### config.mk
export PLATFORM = sky130hd
export DESIGN_NAME = ws2812_frame_ctrl
export DESIGN_NICKNAME = d
export VERILOG_FILES = /design/src/rtl/ws2812_frame_ctrl.sv
export SDC_FILE = /design/constraint.sdc
export NUM_CORES = 1
export LEC_CHECK = 0
export CORE_MARGIN = 3
export CORE_UTILIZATION = 49
export CTS_CLUSTER_DIAMETER = 60
export DETAILED_ROUTE_END_ITERATION = 6
export GPL_TIMING_DRIVEN = 0
export PLACE_DENSITY = 0.78
export REMOVE_ABC_BUFFERS = 1
export SLEW_MARGIN = 20
export SYNTH_ARGS = -nofsm -noshare
export SYNTH_HDL_FRONTEND = slang
export SYNTH_SLANG_ARGS = --single-unit
### constraint.sdc
create_clock -name clk -period 2 [get_ports clk]
set_clock_uncertainty 0.15 [all_clocks]
set_input_delay 0.4 -clock clk [delete_from_list [all_inputs] [get_ports clk]]
set_output_delay 0.4 -clock clk [all_outputs]
set_load 0.02 [all_outputs]
### src/rtl/ws2812_frame_ctrl.sv
`default_nettype none
//============================================================================
// Module      : ws2812_frame_ctrl
// Description : Sequencer between the board push-button and the WS2812 bit
//               encoder. The raw button is synchronised and debounced. Each
//               press advances a 2-bit colour pattern and requests one frame
//               of NUM_LEDS identical GRB pixel words. The words go out over a
//               valid/ready handshake. The WS2812 latch gap is enforced
//               before the next frame may start.
// Revision    : 1.0 - initial release
//----------------------------------------------------------------------------
// Ports
//   clk        in   1   system clock, rising edge
//   rst        in   1   asynchronous, active-high reset
//   button     in   1   raw pad input, active-high, asynchronous to clk
//   pix_data   out  24  GRB pixel word (G[23:16], R[15:8], B[7:0])
//   pix_valid  out  1   pix_data is valid
//   pix_ready  in   1   encoder accepts the word this cycle
//   busy       out  1   frame in progress (SEND or LATCH)
//   pattern    out  2   current colour pattern
//   led1       out  1   debounced button level
//============================================================================
module ws2812_frame_ctrl #(
    parameter int NUM_LEDS        = 8,
    parameter int DEBOUNCE_CYCLES = 240000,
    parameter int LATCH_CYCLES    = 1000
) (
    input  logic        clk,
    input  logic        rst,
    input  logic        button,
    output logic [23:0] pix_data,
    output logic        pix_valid,
    input  logic        pix_ready,
    output logic        busy,
    output logic [1:0]  pattern,
    output logic        led1
);

    localparam int c_DB_W    = $clog2(DEBOUNCE_CYCLES);
    localparam int c_LATCH_W = $clog2(LATCH_CYCLES + 1);
    localparam int c_IDX_W   = (NUM_LEDS > 1) ? $clog2(NUM_LEDS) : 1;

    localparam logic [c_DB_W-1:0]    c_DB_LAST    = c_DB_W'(DEBOUNCE_CYCLES - 1);
    localparam logic [c_LATCH_W-1:0] c_LATCH_LAST = c_LATCH_W'(LATCH_CYCLES - 1);
    localparam logic [c_IDX_W-1:0]   c_IDX_LAST   = c_IDX_W'(NUM_LEDS - 1);

    localparam logic [1:0] c_ST_IDLE  = 2'd0;
    localparam logic [1:0] c_ST_SEND  = 2'd1;
    localparam logic [1:0] c_ST_LATCH = 2'd2;

    // GRB colour map for each pattern value.
    function automatic logic [23:0] colour_of(input logic [1:0] p);
        case (p)
            2'd1:    colour_of = 24'h00FF00;
            2'd2:    colour_of = 24'hFF0000;
            2'd3:    colour_of = 24'h0000FF;
            default: colour_of = 24'h000000;
        endcase
    endfunction

    //------------------------------------------------------------------------
    // Synchroniser and debouncer
    //------------------------------------------------------------------------
    logic              r_sync_q1;
    logic              r_btn_s;
    logic [c_DB_W-1:0] r_db_cnt;
    logic              r_stable;
    logic              r_stable_d;
    logic              w_press;

    always_ff @(posedge clk or posedge rst) begin
        if (rst) begin
            r_sync_q1  <= 1'b0;
            r_btn_s    <= 1'b0;
            r_db_cnt   <= '0;
            r_stable   <= 1'b0;
            r_stable_d <= 1'b0;
        end else begin
            r_sync_q1  <= button;
            r_btn_s    <= r_sync_q1;
            r_stable_d <= r_stable;
            // The counter only runs while the synced level disagrees with the
            // accepted one, so any return to the old level restarts the count.
            if (r_btn_s != r_stable) begin
                if (r_db_cnt == c_DB_LAST) begin
                    r_stable <= r_btn_s;
                    r_db_cnt <= '0;
                end else begin
                    r_db_cnt <= r_db_cnt + 1'b1;
                end
            end else begin
                r_db_cnt <= '0;
            end
        end
    end

    // Rising edge of the debounced level only; release is not an event.
    assign w_press = r_stable & ~r_stable_d;

    //------------------------------------------------------------------------
    // Frame FSM and datapath
    //------------------------------------------------------------------------
    logic [1:0]           r_state;
    logic [1:0]           w_state_nxt;
    logic                 r_busy;
    logic [1:0]           r_pattern;
    logic [1:0]           w_pattern_nxt;
    logic                 r_pending;
    logic                 w_pending_nxt;
    logic [c_IDX_W-1:0]   r_pix_idx;
    logic [c_IDX_W-1:0]   w_pix_idx_nxt;
    logic [c_LATCH_W-1:0] r_latch_cnt;
    logic [c_LATCH_W-1:0] w_latch_cnt_nxt;
    logic [23:0]          r_pix_data;
    logic [23:0]          w_pix_data_nxt;
    logic                 r_pix_valid;
    logic                 w_pix_valid_nxt;
    logic                 w_start;
    logic                 w_xfer;
    logic                 w_last;

    assign w_pattern_nxt = w_press ? (r_pattern + 2'd1) : r_pattern;
    assign w_start       = w_press | r_pending;
    assign w_xfer        = r_pix_valid & pix_ready;
    assign w_last        = (r_pix_idx == c_IDX_LAST);

    // State register; busy is registered alongside so it tracks the state.
    always_ff @(posedge clk or posedge rst) begin
        if (rst) begin
            r_state <= c_ST_IDLE;
            r_busy  <= 1'b0;
        end else begin
            r_state <= w_state_nxt;
            r_busy  <= (w_state_nxt != c_ST_IDLE);
        end
    end

    // Next-state logic.
    always_comb begin
        w_state_nxt = r_state;
        case (r_state)
            c_ST_IDLE:  if (w_start) w_state_nxt = c_ST_SEND;
            c_ST_SEND:  if (w_xfer && w_last) w_state_nxt = c_ST_LATCH;
            c_ST_LATCH: if (r_latch_cnt == c_LATCH_LAST) w_state_nxt = c_ST_IDLE;
            default:    w_state_nxt = c_ST_IDLE;
        endcase
    end

    // Output / datapath next values.
    always_comb begin
        w_pix_data_nxt  = r_pix_data;
        w_pix_valid_nxt = r_pix_valid;
        w_pix_idx_nxt   = r_pix_idx;
        w_latch_cnt_nxt = r_latch_cnt;
        w_pending_nxt   = r_pending;
        case (r_state)
            c_ST_IDLE: begin
                if (w_start) begin
                    // Colour comes from the pattern as it will be after this
                    // edge, so a press and its frame always agree.
                    w_pix_data_nxt  = colour_of(w_pattern_nxt);
                    w_pix_valid_nxt = 1'b1;
                    w_pix_idx_nxt   = '0;
                    w_pending_nxt   = 1'b0;
                end
            end
            c_ST_SEND: begin
                w_pending_nxt = r_pending | w_press;
                if (w_xfer) begin
                    if (w_last) begin
                        w_pix_valid_nxt = 1'b0;
                        w_latch_cnt_nxt = '0;
                    end else begin
                        w_pix_idx_nxt = r_pix_idx + 1'b1;
                    end
                end
            end
            c_ST_LATCH: begin
                w_pending_nxt   = r_pending | w_press;
                w_latch_cnt_nxt = r_latch_cnt + 1'b1;
            end
            default: begin
                w_pix_valid_nxt = 1'b0;
            end
        endcase
    end

    always_ff @(posedge clk or posedge rst) begin
        if (rst) begin
            r_pattern   <= 2'd0;
            r_pending   <= 1'b0;
            r_pix_idx   <= '0;
            r_latch_cnt <= '0;
            r_pix_data  <= 24'h000000;
            r_pix_valid <= 1'b0;
        end else begin
            r_pattern   <= w_pattern_nxt;
            r_pending   <= w_pending_nxt;
            r_pix_idx   <= w_pix_idx_nxt;
            r_latch_cnt <= w_latch_cnt_nxt;
            r_pix_data  <= w_pix_data_nxt;
            r_pix_valid <= w_pix_valid_nxt;
        end
    end

    assign pix_data  = r_pix_data;
    assign pix_valid = r_pix_valid;
    assign busy      = r_busy;
    assign pattern   = r_pattern;
    assign led1      = r_stable;

endmodule
`default_nettype wire

==> metrics.md <==
| Metric | Value |
|---|---|
| Final Slew Violations | 0 |
| Wire length per cell | 14.4 um |
| Largest fanout of any net on the critical path | 9 |
| Vias in the first global route | 1635 |
| Worst hold margin | 0.204 ns |
| Num CTS Buffers | 5 |
| GRT Residual Overflow | 0 |
| Top-area cell type share of the netlist area | 46.9% |
| Net total in the final layout | 275 |
| Average cell area after synthesis | 10.0 um2 |
| CTS tree | yes |
| Arrival time at the worst endpoint | 1.39 ns |
| Number of fill cells in the layout | 353 |
| Overall power of the completed layout | 1.64 mW |
| Final Cell Area | 2900 um2 |
| Top delay family on crit path | buffers and inverters |
| Routed vias | 1798 |
| Cell types with the largest area share after synthesis | sky130_fd_sc_hd__dfrtp_1 47%, sky130_fd_sc_hd__buf_4 6.6%, sky130_fd_sc_hd__xnor2_1 4.7% |
| Clk slew on worst S/H paths | 0.08 ns |
| Actual slew at the worst max-slew pin | 0.527 ns |
| Power density over the cells | 566 nW/um2 |
| PnR worst setup slack | 0.0645 ns |
| Crit path largest cell delay | 0.64 ns |
| Placed insts | 312 |
| Cell-internal power | 1.30 mW |
| Setup TNS after final layout | 0 ns |
| Clock period minus worst slack | 1.94 ns |
| Syn-to-layout area delta | 20.7% |
| Startpoint Class | flop |
| Status | finished clean |
| Critical Path RT | 1.45 ns |
| Standard-cell row count | 24 |
| Total routing usage reported by global routing | 16.5% |
| Share of cells above drive strength 1 | 13.3% |
| Hold Path Class | flop to flop |
| Initial Utilization | 53.0% |
| Max Root-Sink Buffers | 2 |
| Number of antenna violations at the first check in global routing | 0 |
| Die height | 76.0 um |
| Layout Cells excl Fill | 328 |
| F_max | 517 MHz |
| Number of detailed-routing iterations run before antenna repair | 4 |
| Count of port buffers added during placement | 32 |
| Max IR drop VDD | 0.435 mV |
| Core area | 4530 um2 |
| Post-CTS Hold Fix Bufs | 0 |
| Clock sink total | 45 |
| H-tree depth reported by CTS | 2 |
| Headroom to the max-slew limit | 64.8% |
| Unique cell type count in the Yosys netlist | 43 |
| Core occupancy in the finished layout | 64.0% |
| Switching power total | 0.339 mW |
| Share of total power in the clock network | 40.4% |
| Die outline width | 76.0 um |
| Post-Place Setup Slack | -0.297 ns |
| Routability congestion estimate | 0.897 |
| Power share of the sequential group | 56.2% |
| Share of the yosys chip area belonging to registers | 46.9% |
| Mapped Cells | 240 |
| Switching portion of total power | 20.7% |
| Largest area contributor in the synthesized netlist | sky130_fd_sc_hd__dfrtp_1 |
| Post-detail-place hpwl | 2.98 mm |
| Vias per std cell | 5.48 |
| Type of the setup path with the least slack | flop to output port |
| Worst-Skew Late Latency | 0.29 ns |
| Final setup violation count | 0 |
| Critical Path Sink Type | output port |
| Instance area at placement | 2640 um2 |
| Total die area | 5780 um2 |
| Residual DRC count | 0 |
| Leading cell types in the layout, fill and taps excluded | 40 x sky130_fd_sc_hd__dfrtp_1, 26 x sky130_fd_sc_hd__nor2_1, 14 x sky130_fd_sc_hd__clkdlybuf4s50_1, 14 x sky130_fd_sc_hd__dlymetal6s2s_1, 13 x sky130_fd_sc_hd__xnor2_1 |
| Yosys warning count | 0 |
| Most common cell after layout, fill and taps aside | sky130_fd_sc_hd__dfrtp_1 |
| Static leakage | 1.45 nW |
| Clock Root Buffer | sky130_fd_sc_hd__clkbuf_8 |
| Maximum number of pins on one net before global-route repair | 35 |
| Count of final hold-check violations | 0 |
| Crit path cell chain | clkdlybuf4s50_1 |
| Number of maximum-capacitance violations | 0 |
| Number of nets with antenna violations after detailed routing | 0 |
| Number of antenna repair diodes | 0 |
| Sum of buffers and inverters on the critical path | 1 |
| Combinational power share | 3.4% |
| Slowest cell on the critical path | sky130_fd_sc_hd__clkdlybuf4s50_1 |
| Share of the clock period used by the worst path | 96.8% |
| Final Routed Wirelength | 4.71 mm |
| I/O pin count | 33 |
| Summed instance area of the synthesized netlist | 2400 um2 |
| Seq cells post-synth | 45 |
| Global-route wire length before repair | 7.85 mm |
| First DRT Iteration DRCs | 112 |
kinds of logic (layout without fill, tap and decap cells):
kind of cell,after synthesis,count (layout),synth area share (%)
XOR/XNOR,22,22,8.02
AO/OA/AOI/OAI,31,31,8.96
multiplexers,2,2,0.885
adder cells (fa/ha/maj),8,8,4.17
buffers and inverters,37,60,9.22
AND/OR/NAND/NOR,95,95,21.9
flip-flops,45,45,46.9
cells in the mapped netlist:
cell                        instances
sky130_fd_sc_hd__nor2b_1            5
sky130_fd_sc_hd__a211oi_1           1
sky130_fd_sc_hd__nand3_1           10
sky130_fd_sc_hd__nand4b_1           2
sky130_fd_sc_hd__and4b_1            1
sky130_fd_sc_hd__xnor2_1           13
sky130_fd_sc_hd__o21ai_4            1
sky130_fd_sc_hd__o21ai_0            8
sky130_fd_sc_hd__inv_1             11
sky130_fd_sc_hd__o41ai_1            1
sky130_fd_sc_hd__buf_2              3
sky130_fd_sc_hd__dfrtp_1           45
sky130_fd_sc_hd__nor3_1             5
sky130_fd_sc_hd__and2_1             2
sky130_fd_sc_hd__buf_4             21
sky130_fd_sc_hd__or4b_1             1
sky130_fd_sc_hd__o2111ai_1          2
sky130_fd_sc_hd__a22o_1             3
sky130_fd_sc_hd__xor2_1             9
sky130_fd_sc_hd__o211ai_1           2
sky130_fd_sc_hd__nor4_1             5
sky130_fd_sc_hd__or2_1              2
sky130_fd_sc_hd__ha_1               8
sky130_fd_sc_hd__a22oi_1            1
sky130_fd_sc_hd__a221oi_1           1
sky130_fd_sc_hd__o31ai_1            3
sky130_fd_sc_hd__nand2_1           12
sky130_fd_sc_hd__and2b_1            1
sky130_fd_sc_hd__or4_1              1
sky130_fd_sc_hd__o21ai_1            1
sky130_fd_sc_hd__nand4_4            1
sky130_fd_sc_hd__or3_4              1
sky130_fd_sc_hd__and4_1             4
sky130_fd_sc_hd__mux2i_1            1
sky130_fd_sc_hd__nand4_1            8
sky130_fd_sc_hd__o32a_1             1
sky130_fd_sc_hd__clkbuf_1           2
sky130_fd_sc_hd__nand2b_1           3
sky130_fd_sc_hd__a21oi_1            6
sky130_fd_sc_hd__nor2_1            27
sky130_fd_sc_hd__mux2_1             1
sky130_fd_sc_hd__or3_1              3
sky130_fd_sc_hd__nor4b_1            1
worst paths after layout:
path | from | to | slack, ns | depth (start not counted)
max in group asynchronous | rst | r_db_cnt[6]$_DFF_PP0_ | 1.03 | 3
max reg2reg | r_state[1]$_DFF_PP0_ | r_latch_cnt[8]$_DFFE_PP0P_ | 0.08 | 6
min in group asynchronous | rst | r_db_cnt[16]$_DFF_PP0_ | 0.21 | 2
min | r_sync_q1$_DFF_PP0_ | r_btn_s$_DFF_PP0_ | 0.20 | 0
min reg2reg | r_sync_q1$_DFF_PP0_ | r_btn_s$_DFF_PP0_ | 0.20 | 0
max | pix_data[22]$_DFFE_PP0P_ | pix_data[23] | 0.06 | 1
power groups by stage:
stage               clock [mW]  sequential [mW]  combinational [mW]
floorplan                    0            0.940              0.0274
global placement             0            0.941              0.0414
detailed placement           0            0.941              0.0469
CTS                      0.678            0.922              0.0534
global route             0.722            0.924              0.0649
finish                   0.663            0.922              0.0550
cell type report:
type / count / area (um2) / share of cell area, %
Sequential cell: 45 / 1130 / 39.0
Multi-Input combinational cell: 158 / 1090 / 37.6
Timing Repair Buffer: 42 / 450 / 15.5
Inverter: 11 / 41.3 / 1.42
Tap cell: 65 / 81.3 / 2.80
Clock inverter: 2 / 35.0 / 1.21
Clock buffer: 5 / 68.8 / 2.37
layer usage:
metal | global-route usage (%) | share of wire (%) | vias up
met5 | 0 | 0 | -
met4 | 4.71 | 0.57 | 0
met3 | 5.08 | 5.9 | 2
met2 | 24.7 | 45 | 59
met1 | 23.1 | 48 | 875
li1 | - | - | 862
flip-flops by register name, indices dropped and copies added, names as in the netlist:
signal       count
led1             1
r_btn_s          1
pix_data         3
r_sync_q1        1
busy             1
pattern          2
r_pix_idx        3
r_db_cnt        18
r_stable_d       1
r_pending        1
pix_valid        1
r_latch_cnt     10
r_state          2
worst reg2reg max path: stages (launching register included):
cell and delay (ns):
sky130_fd_sc_hd__dfrtp_2 0.43, sky130_fd_sc_hd__inv_2 0.08, sky130_fd_sc_hd__ha_4 0.19, sky130_fd_sc_hd__and4_4 0.27, sky130_fd_sc_hd__nor2_2 0.08, sky130_fd_sc_hd__or4_1 0.50
sky130_fd_sc_hd__a21oi_1 0.14
repair_timing:
item,in CTS,in global routing
gates resized for setup,14,21
setup buffers,3,6
gates cloned,0,0
setup endpoints to repair,37,30
pin swaps,3,0
Power figures use the tool's default switching activity.
